$ cat config.mk
export PLATFORM = sky130hd
export DESIGN_NAME = uart_wb_fifo_regs_flat
export DESIGN_NICKNAME = d
export VERILOG_FILES = /design/src/rtl/uart_wb_fifo_regs_if.sv /design/src/rtl/uart_wb_fifo_regs.sv /design/src/flat_wrapper.sv
export SDC_FILE = /design/constraint.sdc
export NUM_CORES = 1
export LEC_CHECK = 0
export ABC_AREA = 0
export CORE_AREA = 3 3 144 146
export CTS_CLUSTER_SIZE = 20
export DETAILED_ROUTE_END_ITERATION = 10
export DIE_AREA = 0 0 147 149
export PLACE_DENSITY_LB_ADDON = 0.05
export SLEW_MARGIN = 25
export SYNTH_ARGS = -nofsm -noshare
export SYNTH_HDL_FRONTEND = slang
export SYNTH_SLANG_ARGS = --single-unit
$ cat constraint.sdc
create_clock -name clk -period 3.8 [get_ports clk]
set_input_delay 0.95 -clock clk [delete_from_list [all_inputs] [get_ports clk]]
set_output_delay 0.95 -clock clk [all_outputs]
set_load 0.1 [all_outputs]
$ cat src/rtl/uart_wb_fifo_regs_if.sv
// Wishbone slave bus bundle for the UART register front-end.
// Signal names keep the i_/o_ direction as seen from the slave.
// master drives the request; slave returns ack and read data.
interface uart_wb_fifo_regs_if;
  logic        i_wb_valid;
  logic [31:0] i_wb_adr;
  logic        i_wb_we;
  logic [31:0] i_wb_dat;
  logic [3:0]  i_wb_sel;
  logic        o_wb_ack;
  logic [31:0] o_wb_dat;

  modport master (
    output i_wb_valid, i_wb_adr, i_wb_we, i_wb_dat, i_wb_sel,
    input  o_wb_ack, o_wb_dat
  );

  modport slave (
    input  i_wb_valid, i_wb_adr, i_wb_we, i_wb_dat, i_wb_sel,
    output o_wb_ack, o_wb_dat
  );
endinterface

$ cat src/rtl/uart_wb_fifo_regs.sv
// Purpose: Wishbone register front-end for the UART with RX/TX FIFOs, IRQ enables, sticky errors.
// Latency: ack and read data one cycle after accept; o_irq lags the register state by one cycle.
// Backpressure: TX drains on valid/ready; full TX drops writes (tx_drop), full RX drops chars (overrun).
// Option: define UART_WB_LOOPBACK_EN to make CTRL[3] an internal TX->RX loopback.
module uart_wb_fifo_regs #(
  parameter int          DATA_W    = 8,
  parameter int          RX_DEPTH  = 4,
  parameter int          TX_DEPTH  = 4,
  parameter logic [31:0] BASE_ADDR = 32'h3000_0000
) (
  input  logic                clk,
  input  logic                rst_n,
  uart_wb_fifo_regs_if.slave  wb,
  input  logic [DATA_W-1:0]   i_rx_data,
  input  logic                i_rx_valid,
  input  logic                i_frame_err,
  output logic [DATA_W-1:0]   o_tx_data,
  output logic                o_tx_valid,
  input  logic                i_tx_ready,
  output logic                o_irq
);
  localparam int RX_PW = $clog2(RX_DEPTH);
  localparam int RX_CW = RX_PW + 1;
  localparam int TX_PW = $clog2(TX_DEPTH);
  localparam int TX_CW = TX_PW + 1;

  localparam logic [4:0] OFF_RX    = 5'h00;
  localparam logic [4:0] OFF_TX    = 5'h04;
  localparam logic [4:0] OFF_STAT  = 5'h08;
  localparam logic [4:0] OFF_CTRL  = 5'h0C;
  localparam logic [4:0] OFF_LEVEL = 5'h10;

  logic [DATA_W-1:0] rx_mem_q [RX_DEPTH];
  logic [DATA_W-1:0] rx_mem_d [RX_DEPTH];
  logic [DATA_W-1:0] tx_mem_q [TX_DEPTH];
  logic [DATA_W-1:0] tx_mem_d [TX_DEPTH];
  logic [RX_PW-1:0]  rx_wp_q, rx_wp_d, rx_rp_q, rx_rp_d;
  logic [TX_PW-1:0]  tx_wp_q, tx_wp_d, tx_rp_q, tx_rp_d;
  logic [RX_CW-1:0]  rx_cnt_q, rx_cnt_d;
  logic [TX_CW-1:0]  tx_cnt_q, tx_cnt_d;
  logic              ack_q, ack_d;
  logic [31:0]       rdat_q, rdat_d;
  logic              irq_q, irq_d;
  logic [3:0]        ctrl_q, ctrl_d;
  logic [2:0]        err_q, err_d;     // {tx_drop, frame_err, overrun}

  logic              addr_hit, accept, rd_acc, wr_acc;
  logic [4:0]        off;
  logic              rx_empty, rx_full, tx_empty, tx_full;
  logic              rx_in_vld, rx_push, rx_pop, tx_push_req, tx_push, tx_pop;
  logic              overrun_ev, frame_ev, drop_ev, lb_on;
  logic [DATA_W-1:0] rx_in_dat, rx_head, tx_head;
  logic [2:0]        w1c;
  logic [6:0]        stat_w;
  logic              unused_wb;

  assign unused_wb = ^{wb.i_wb_dat, wb.i_wb_sel[3:1]};

  // Request decode: one accept per ack, so held valid yields ack every other cycle
  assign addr_hit    = (wb.i_wb_adr[31:5] == BASE_ADDR[31:5]);
  assign off         = wb.i_wb_adr[4:0];
  assign accept      = wb.i_wb_valid && !ack_q;
  assign rd_acc      = accept && !wb.i_wb_we;
  assign wr_acc      = accept && wb.i_wb_we && wb.i_wb_sel[0];

  assign rx_empty    = (rx_cnt_q == '0);
  assign rx_full     = (rx_cnt_q == RX_CW'(RX_DEPTH));
  assign tx_empty    = (tx_cnt_q == '0);
  assign tx_full     = (tx_cnt_q == TX_CW'(TX_DEPTH));
  assign rx_head     = rx_mem_q[rx_rp_q];
  assign tx_head     = tx_mem_q[tx_rp_q];

`ifdef UART_WB_LOOPBACK_EN
  logic lb_move;
  assign lb_on       = ctrl_q[3];
  // In loopback the TX head is moved into RX whenever RX has room; the external RX strobe is ignored
  assign lb_move     = lb_on && !tx_empty && !rx_full;
  assign rx_in_vld   = lb_on ? lb_move : (i_rx_valid && !i_frame_err);
  assign rx_in_dat   = lb_on ? tx_head : i_rx_data;
  assign frame_ev    = !lb_on && i_rx_valid && i_frame_err;
  assign tx_pop      = (o_tx_valid && i_tx_ready) || lb_move;
`else
  assign lb_on       = 1'b0;
  assign rx_in_vld   = i_rx_valid && !i_frame_err;
  assign rx_in_dat   = i_rx_data;
  assign frame_ev    = i_rx_valid && i_frame_err;
  assign tx_pop      = o_tx_valid && i_tx_ready;
`endif

  // A pop in the same cycle frees the slot, so a full FIFO still accepts the push
  assign rx_pop      = rd_acc && addr_hit && (off == OFF_RX) && !rx_empty;
  assign rx_push     = rx_in_vld && (!rx_full || rx_pop);
  assign overrun_ev  = rx_in_vld && rx_full && !rx_pop;
  assign tx_push_req = wr_acc && addr_hit && (off == OFF_TX);
  assign tx_push     = tx_push_req && (!tx_full || tx_pop);
  assign drop_ev     = tx_push_req && tx_full && !tx_pop;

  assign w1c         = (wr_acc && addr_hit && (off == OFF_STAT)) ? wb.i_wb_dat[6:4] : 3'b000;
  assign stat_w      = {err_q, tx_full, tx_empty, rx_full, rx_empty};

  assign o_tx_data   = tx_head;
  assign o_tx_valid  = !tx_empty && !lb_on;
  assign o_irq       = irq_q;
  assign wb.o_wb_ack = ack_q;
  assign wb.o_wb_dat = rdat_q;

  // RX FIFO next state: storage, pointers and occupancy
  always_comb begin
    rx_mem_d = rx_mem_q;
    rx_wp_d  = rx_wp_q;
    rx_rp_d  = rx_rp_q;
    rx_cnt_d = rx_cnt_q;
    if (rx_push) begin
      rx_mem_d[rx_wp_q] = rx_in_dat;
      rx_wp_d           = rx_wp_q + RX_PW'(1);
    end
    if (rx_pop) rx_rp_d = rx_rp_q + RX_PW'(1);
    case ({rx_push, rx_pop})
      2'b10:   rx_cnt_d = rx_cnt_q + RX_CW'(1);
      2'b01:   rx_cnt_d = rx_cnt_q - RX_CW'(1);
      default: rx_cnt_d = rx_cnt_q;
    endcase
  end

  // TX FIFO next state: storage, pointers and occupancy
  always_comb begin
    tx_mem_d = tx_mem_q;
    tx_wp_d  = tx_wp_q;
    tx_rp_d  = tx_rp_q;
    tx_cnt_d = tx_cnt_q;
    if (tx_push) begin
      tx_mem_d[tx_wp_q] = wb.i_wb_dat[DATA_W-1:0];
      tx_wp_d           = tx_wp_q + TX_PW'(1);
    end
    if (tx_pop) tx_rp_d = tx_rp_q + TX_PW'(1);
    case ({tx_push, tx_pop})
      2'b10:   tx_cnt_d = tx_cnt_q + TX_CW'(1);
      2'b01:   tx_cnt_d = tx_cnt_q - TX_CW'(1);
      default: tx_cnt_d = tx_cnt_q;
    endcase
  end

  // Register file next state: ack, read data, CTRL, sticky errors (set beats clear), interrupt
  always_comb begin
    ack_d  = accept;
    rdat_d = rdat_q;
    ctrl_d = ctrl_q;
    err_d  = (err_q & ~w1c) | {drop_ev, frame_ev, overrun_ev};
    irq_d  = (ctrl_q[0] & ~rx_empty) | (ctrl_q[1] & tx_empty) | (ctrl_q[2] & (|err_q));
    if (rd_acc) begin
      rdat_d = '0;
      if (addr_hit) begin
        case (off)
          OFF_RX:    rdat_d = rx_empty ? 32'h0 : 32'(rx_head);
          OFF_STAT:  rdat_d = 32'(stat_w);
          OFF_CTRL:  rdat_d = {28'h0, ctrl_q};
          OFF_LEVEL: rdat_d = {16'h0, 8'(tx_cnt_q), 8'(rx_cnt_q)};
          default:   rdat_d = '0;
        endcase
      end
    end
    if (wr_acc && addr_hit && (off == OFF_CTRL)) begin
`ifdef UART_WB_LOOPBACK_EN
      ctrl_d = wb.i_wb_dat[3:0];
`else
      ctrl_d = {1'b0, wb.i_wb_dat[2:0]};
`endif
    end
  end

  // State registers; reset flushes both FIFOs and drops any pending ack
  always_ff @(posedge clk or negedge rst_n) begin
    if (!rst_n) begin
      for (int i = 0; i < RX_DEPTH; i++) rx_mem_q[i] <= '0;
      for (int i = 0; i < TX_DEPTH; i++) tx_mem_q[i] <= '0;
      rx_wp_q  <= '0;
      rx_rp_q  <= '0;
      rx_cnt_q <= '0;
      tx_wp_q  <= '0;
      tx_rp_q  <= '0;
      tx_cnt_q <= '0;
      ack_q    <= 1'b0;
      rdat_q   <= '0;
      irq_q    <= 1'b0;
      ctrl_q   <= '0;
      err_q    <= '0;
    end else begin
      rx_mem_q <= rx_mem_d;
      tx_mem_q <= tx_mem_d;
      rx_wp_q  <= rx_wp_d;
      rx_rp_q  <= rx_rp_d;
      rx_cnt_q <= rx_cnt_d;
      tx_wp_q  <= tx_wp_d;
      tx_rp_q  <= tx_rp_d;
      tx_cnt_q <= tx_cnt_d;
      ack_q    <= ack_d;
      rdat_q   <= rdat_d;
      irq_q    <= irq_d;
      ctrl_q   <= ctrl_d;
      err_q    <= err_d;
    end
  end
endmodule
$ cat src/flat_wrapper.sv
// flat-port wrapper written by rule: the top's interface ports become plain ports
module uart_wb_fifo_regs_flat 
#(
  parameter int          DATA_W    = 8,
  parameter int          RX_DEPTH  = 4,
  parameter int          TX_DEPTH  = 4,
  parameter logic [31:0] BASE_ADDR = 32'h3000_0000
)
  (clk, rst_n, i_rx_data, i_rx_valid, i_frame_err, o_tx_data, o_tx_valid, i_tx_ready, o_irq, wb_i_wb_valid, wb_i_wb_adr, wb_i_wb_we, wb_i_wb_dat, wb_i_wb_sel, wb_o_wb_ack, wb_o_wb_dat);
  uart_wb_fifo_regs_if wb_i ();
  input  logic clk;
  input  logic rst_n;
  input  logic [DATA_W-1:0] i_rx_data;
  input  logic i_rx_valid;
  input  logic i_frame_err;
  output logic [DATA_W-1:0] o_tx_data;
  output logic o_tx_valid;
  input  logic i_tx_ready;
  output logic o_irq;
  input wire logic [$bits(wb_i.i_wb_valid)-1:0] wb_i_wb_valid;
  input wire logic [$bits(wb_i.i_wb_adr)-1:0] wb_i_wb_adr;
  input wire logic [$bits(wb_i.i_wb_we)-1:0] wb_i_wb_we;
  input wire logic [$bits(wb_i.i_wb_dat)-1:0] wb_i_wb_dat;
  input wire logic [$bits(wb_i.i_wb_sel)-1:0] wb_i_wb_sel;
  output wire logic [$bits(wb_i.o_wb_ack)-1:0] wb_o_wb_ack;
  output wire logic [$bits(wb_i.o_wb_dat)-1:0] wb_o_wb_dat;
  assign wb_i.i_wb_valid = wb_i_wb_valid;
  assign wb_i.i_wb_adr = wb_i_wb_adr;
  assign wb_i.i_wb_we = wb_i_wb_we;
  assign wb_i.i_wb_dat = wb_i_wb_dat;
  assign wb_i.i_wb_sel = wb_i_wb_sel;
  assign wb_o_wb_ack = wb_i.o_wb_ack;
  assign wb_o_wb_dat = wb_i.o_wb_dat;
  uart_wb_fifo_regs #(.DATA_W(DATA_W), .RX_DEPTH(RX_DEPTH), .TX_DEPTH(TX_DEPTH), .BASE_ADDR(BASE_ADDR)) u_core (.clk(clk), .rst_n(rst_n), .wb(wb_i), .i_rx_data(i_rx_data), .i_rx_valid(i_rx_valid), .i_frame_err(i_frame_err), .o_tx_data(o_tx_data), .o_tx_valid(o_tx_valid), .i_tx_ready(i_tx_ready), .o_irq(o_irq));
endmodule
==> results of run 1 <==
==> state kept, by name (all words and copies together), names as in the netlist <==
signal	flops
u_core.tx_wp_q	2
u_core.rx_mem_q	32
u_core.rx_rp_q	2
u_core.ctrl_q	3
u_core.err_q	3
u_core.rx_cnt_q	3
u_core.tx_mem_q	32
u_core.wb.o_wb_ack	1
u_core.rx_wp_q	2
u_core.tx_cnt_q	3
u_core.o_irq	1
u_core.tx_rp_q	2
u_core.wb.o_wb_dat	11
==> layer usage <==
| metal | vias up | part of all wire, % | wire, um | track usage, % |
|---|---|---|---|---|
| met2 | 62 | 51 | 6437 | 20.74 |
| met1 | 1635 | 44 | 5564 | 14.76 |
| li1 | 1457 | - | - | - |
| met3 | 10 | 3.7 | 460 | 2.765 |
| met5 | - | 0 | 0 | 0 |
| met4 | 0 | 1.1 | 137 | 2.936 |
==> per-stage QoR <==
stage | instances | util [%] | total power [mW] | hold slack, ns
6_report | 718 | 31.94 | 3.245 | 0.4738
5_1_grt | 718 | 31.94 | 3.426 | 0.4923
4_1_cts | 718 | 31.94 | 3.310 | 0.4738
3_5_place_dp | 702 | 30.32 | 2.319 | 0.4649
3_3_place_gp | 702 | 30.32 | 2.289 | 0.4577
2_1_floorplan | 377 | - | 2.055 | 0.4587
==> kinds of logic (layout without fill, tap and decap cells) <==
family	count (synthesis)	after routing	share of synthesized area, %
xor gates and xnor gates	12	12	2.168
DFF	97	97	50.08
other	1	21	0.07737
buffers and inverters	42	118	4.879
adders and majority gates	12	12	3.407
and+or+nand+nor	76	76	9.732
muxes	86	86	23.64
AOI/OAI and AO/OA	31	31	6.015
==> report_power, final <==
group | switching (mW) | internal [mW] | leakage (nW)
logic | 0.410 | 0.394 | 1.30
registers | 0.207 | 1.27 | 1.25
clock network | 0.400 | 0.568 | 0.156
==> cell type report <==
cell class                      instances  area, um2
Inverter                               11      41.29
Multi-Input combinational cell        238       2258
Clock buffer                           13      270.3
Timing Repair Buffer                   91      860.8
Clock inverter                          3      47.55
Sequential cell                        97       2427
Fill cell                            1984      13290
Tap cell                              265      331.6
==> how the worst max path moves through the flow <==
stage | depth (start not counted) | endpoint | slack [ns] | start
6_report | 10 | u_core.rx_cnt_q[2]$_DFFE_PN0P_ | 0.53 | wb_i_wb_adr[16]
3_5_place_dp | 10 | u_core.rx_cnt_q[2]$_DFFE_PN0P_ | 0.13 | wb_i_wb_adr[16]
2_1_floorplan | 10 | u_core.rx_cnt_q[2]$_DFFE_PN0P_ | 0.57 | wb_i_wb_adr[19]
5_1_grt | 10 | u_core.rx_cnt_q[2]$_DFFE_PN0P_ | 0.34 | wb_i_wb_adr[16]
3_3_place_gp | 10 | u_core.rx_cnt_q[2]$_DFFE_PN0P_ | 0.18 | wb_i_wb_adr[9]
4_1_cts | 10 | u_core.rx_cnt_q[2]$_DFFE_PN0P_ | 0.51 | wb_i_wb_adr[16]
==> cells in the final DEF (no fill, tap or decap), drive strengths merged, types with 2 or more instances in the layout <==
cell type       n
a22o            3
a22oi           7
a32o            3
and2            2
and3            3
and3b           2
buf            25
clkbuf         13
clkdlybuf4s50  66
clkinv          2
conb           21
dfrtp          97
fa              2
ha             10
inv            11
mux2           68
mux2i           2
mux4           16
nand2          19
nand3          10
nand4           3
nor2            9
nor2b           5
nor3            6
nor4           10
o211ai          5
o21ai           8
xnor2           6
xor2            6
==> worst register-to-register path: stages, from the launching register on <==
cell     delay, ns
dfrtp_1       0.42
inv_1         0.14
nand3_1       0.43
o21ai_2       0.40
ha_1          0.24
inv_1         0.06
fa_1          0.37
xor2_1        0.15
nor2_1        0.12
xor2_1        0.15
==> impl_metrics.yaml, run 1 <==
worst_setup_path:
  slowest_stage: "nor3_1"
  cp.buffers_inverters: 2
  critPathMaxFanout: 6
  r2r_slack_ns: 1.24
  path_class: "input pin to register"
  r2r_start: "u_core.rx_cnt_q[0]$_DFFE_PN0P_"
  cp_top_family: "simple AND/OR/NAND/NOR gates"
  start_kind: "input pin"
  r2r_end: "u_core.rx_cnt_q[2]$_DFFE_PN0P_"
  cp.required_ns: 4.07
  end_kind: "register"
  critical_path_arrival_ns: 3.54
  path_common_cell: "xor2_1"
  max_stage_delay_ns: 0.47
  path_cells: "clkdlybuf4s50_1, nor4_2, nand4_2, nor3_1, ha_1, inv_1, fa_1, xor2_1, nor2_1, xor2_1"
  r2r_cells: 9
cts:
  clk_latency_ns: 0.34
  path_clk_slew_ns: 0.07
  cts_setup_buffers: 0
  clockBufferDepth: 2
  cts-root-buf: "clkbuf_16"
  cts_hold_repair.buffers: 0
  cts_tree: "done"
  cts-htree-levels: 3
  clock_sinks: 97
  ctsResizeCount: 0
  numCtsBuffers: 9
yosys:
  synth_common_cells: "dfrtp_1, mux2_2, buf_4"
  synth_flop_cell: "dfrtp_1"
  synthCells: 357
  yosysUniqueCellTypes: 47
  yosys.area.top_type: "dfrtp_1"
  ys_seq_area_share_pct: 50.08
  synth_edf_count: 0
  synth_top_area_share_pct: 50.08
  ys_seq_elements: 97
  ys_warn_count: 0
  synth_async_sr_flop_share_pct: 100.0
  synthTopCellsByArea: "dfrtp_1, mux2_2, mux4_2"
  yosysMostFrequentCell: "dfrtp_1"
  synth_area_per_cell_um2: 13.58
  synth_area_um2: 4847
floorplan:
  die_area_um2: 21900
  die_h_um: 149
  die_w_um: 147
  rows: 51
  initial_core_util_pct: 24.82
  io_pins: 126
  coreArea_um2: 19530
detailed_routing:
  drt-total-wl_um: 12600
  firstDrtPassIters: 4
  drt-initial-drc-count: 119
  drc_errors: 0
  routedWlPerCell_um: 17.55
  ant_nets: 0
  vias: 3164
  vias_per_cell: 4.407
global_route:
  overflow: 0
  antenna_found_initial: 0
  grt_pass1_wl_um: 19840
  grt_use_total_pct: 11.81
  grt_pass1_vias: 3369
  grt_max_degree: 57
sta:
  final_hold_viol_count: 0
  fin_crit_sh_pct: 86.16
  max-slew-margin-rel_pct: 33.82
  timing.final.ws_setup_ns: 0.5259
  fin_tns_setup_ns: 0
  drv_slew: 0
  worst_pin_slew_ns: 0.9895
  setup_viol: 0
  finalClockSkew_ns: 0.01004
  period_minus_slack_ns: 3.274
  timing.fmax_mhz: 305.4
  rsz0062_at_grt: "false"
worst_hold_path:
  holdCritStartpoint: "u_core.wb.o_wb_ack$_DFF_PN0_"
  whs_endpoint: "u_core.wb.o_wb_ack$_DFF_PN0_"
  min_path_type: "register to register"
  min_path_cells: 1
flow_run:
  maxCapViolations: 0
run_status:
  status: "finished clean"
cells_and_area:
  drive_gt1_share_pct: 26.71
  fin_nets: 543
  n_antenna_cell: 0
  fin_area_um2: 6237
  area_growth_pct: 28.68
placement:
  post-dp-hpwl_um: 9134
  place_congestion: 0.6818
  dp_slack_ns: 0.1250
  postPlaceCellArea_um2: 5919
  port_buffers: 77
pwr:
  power_density_nw_per_um2: 520.2
  ir_worst_vdd_mv: 0.2147
  power_leakage_nw: 2.705
No activity file was read; power rests on OpenSTA's default activity.
==> inputs of run 2 (changes only) <==
--- a/config.mk
+++ b/config.mk
@@ -6,10 +6,10 @@
 export NUM_CORES = 1
 export LEC_CHECK = 0
 export ABC_AREA = 0
-export CORE_AREA = 3 3 144 146
+export CORE_AREA = 3 3 132 134
 export CTS_CLUSTER_SIZE = 20
 export DETAILED_ROUTE_END_ITERATION = 10
-export DIE_AREA = 0 0 147 149
+export DIE_AREA = 0 0 135 137
 export PLACE_DENSITY_LB_ADDON = 0.05
 export SLEW_MARGIN = 25
 export SYNTH_ARGS = -nofsm -noshare
==> impl_metrics.yaml, run 2 (same netlist as run 1, synthesis figures left out) <==
cells_and_area:
  drive_gt1_share_pct: 26.49
  fin_area_um2: 6158
  fin_nets: 543
  final_common_cell: "dfrtp_1"
  most-common-layout-cells: "dfrtp_1, clkdlybuf4s50_1, mux2_2"
  fin_cells: 673
  area_growth_pct: 27.05
  n_antenna_cell: 0
  post-route-util_pct: 37.54
floorplan:
  die_area_um2: 18500
  initial_core_util_pct: 29.54
  die_h_um: 137
  io_pins: 126
  coreArea_um2: 16410
  die_w_um: 135
  rows: 47
placement:
  postPlaceCellArea_um2: 5863
  post-dp-hpwl_um: 8496
  port_buffers: 77
  dp_slack_ns: 0.2105
  place_congestion: 0.7106
  placed_cells: 657
worst_setup_path:
  path_cells: "clkdlybuf4s50_1, nor4_2, nand4_2, nor4b_4, o21ai_2, ha_1, inv_1, fa_1, xor2_1, nor2_1, xor2_1"
  slowest_stage: "clkdlybuf4s50_1"
  critPathMaxFanout: 7
  cp.required_ns: 4.02
  max_stage_delay_ns: 0.42
  path_common_cell: "xor2_1"
  path_class: "input pin to register"
  end_kind: "register"
  critical_path_arrival_ns: 3.41
  start_kind: "input pin"
sta:
  final_hold_viol_count: 0
  finalClockSkew_ns: 0.01052
  timing.final.ws_setup_ns: 0.6076
  holdWs_ns: 0.4784
  max-slew-margin-rel_pct: 32.46
  drv_slew: 0
  period_minus_slack_ns: 3.192
  worst_pin_slew_ns: 1.010
  fin_crit_sh_pct: 84.01
  setup_viol: 0
  fin_tns_setup_ns: 0
  timing.fmax_mhz: 313.2
  rsz0062_at_grt: "false"
flow_run:
  maxCapViolations: 0
detailed_routing:
  drc_errors: 0
  firstDrtPassIters: 4
  drt-initial-drc-count: 142
  top_layer: "met4"
  drt-total-wl_um: 11660
  drt-met1-wl_um: 5431
  dr_wl_met2_um: 5441
  ant_nets: 0
  routedWlPerCell_um: 17.32
  vias: 3122
  wl_met3_um: 657
  vias_per_cell: 4.639
global_route:
  overflow: 0
  grt_pass1_wl_um: 18510
  grt_use_total_pct: 13.11
  grt_pass1_vias: 3349
  antenna_found_initial: 0
  grt_max_degree: 54
cts:
  path_clk_slew_ns: 0.07
  cts_tree: "done"
  cts_setup_buffers: 0
  clockBufferDepth: 2
  clk_latency_ns: 0.34
  cts_hold_repair.buffers: 0
  clock_sinks: 97
  ctsResizeCount: 0
  numCtsBuffers: 9
  cts-root-buf: "clkbuf_16"
  cts-htree-levels: 3
worst_hold_path:
  min_path_type: "register to register"
pwr:
  power_leakage_nw: 2.689
  total_power_mw: 3.166
  ir_worst_vdd_mv: 0.1924
  power_density_nw_per_um2: 514.0
run_status:
  status: "finished clean"
[run 2: area by class of cell]
type / instances / area (um2)
clock inverter: 1 / 7.507
multi-input combinational: 238 / 2258
timing repair buffer: 91 / 860.8
fill: 1611 / 10250
tap: 220 / 275.3
inverter: 11 / 41.29
sequential: 97 / 2427
clock buffer: 15 / 287.8
[run 2: per-layer routing]
layer | global-route usage (%) | vias up
met1 | 17.38 | 1569
li1 | - | 1461
met5 | 0 | -
met2 | 21.29 | 83
met3 | 3.235 | 9
met4 | 4.031 | 0
[run 2: worst paths after layout]
kind | start | endpoint | slack (ns) | cells after the start
max reg2reg | u_core.rx_cnt_q[0]$_DFFE_PN0P_ | u_core.rx_cnt_q[2]$_DFFE_PN0P_ | 1.24 | 9
min reg2reg | u_core.wb.o_wb_dat[7]$_DFFE_PN0N_ | u_core.wb.o_wb_dat[7]$_DFFE_PN0N_ | 0.48 | 2
min | u_core.wb.o_wb_dat[7]$_DFFE_PN0N_ | u_core.wb.o_wb_dat[7]$_DFFE_PN0N_ | 0.48 | 2
min in group asynchronous | rst_n | u_core.tx_cnt_q[0]$_DFFE_PN0P_ | 0.60 | 1
max | wb_i_wb_adr[8] | u_core.rx_cnt_q[2]$_DFFE_PN0P_ | 0.61 | 11
max in group asynchronous | rst_n | u_core.rx_wp_q[0]$_DFFE_PN0P_ | 2.49 | 2
[run 2: report_power, final]
part	internal [mW]	switching, mW
Combinational	0.393	0.411
Clock	0.517	0.382
Sequential	1.27	0.196
[run 2: critical path: cells and delay by family]
family	cells	cell delay (ns)
adder cells (fa/ha/maj)	2	0.42
AO/OA/AOI/OAI	1	0.13
XOR/XNOR	2	0.29
AND/OR/NAND/NOR	4	1.13
buffers and inverters	2	0.49
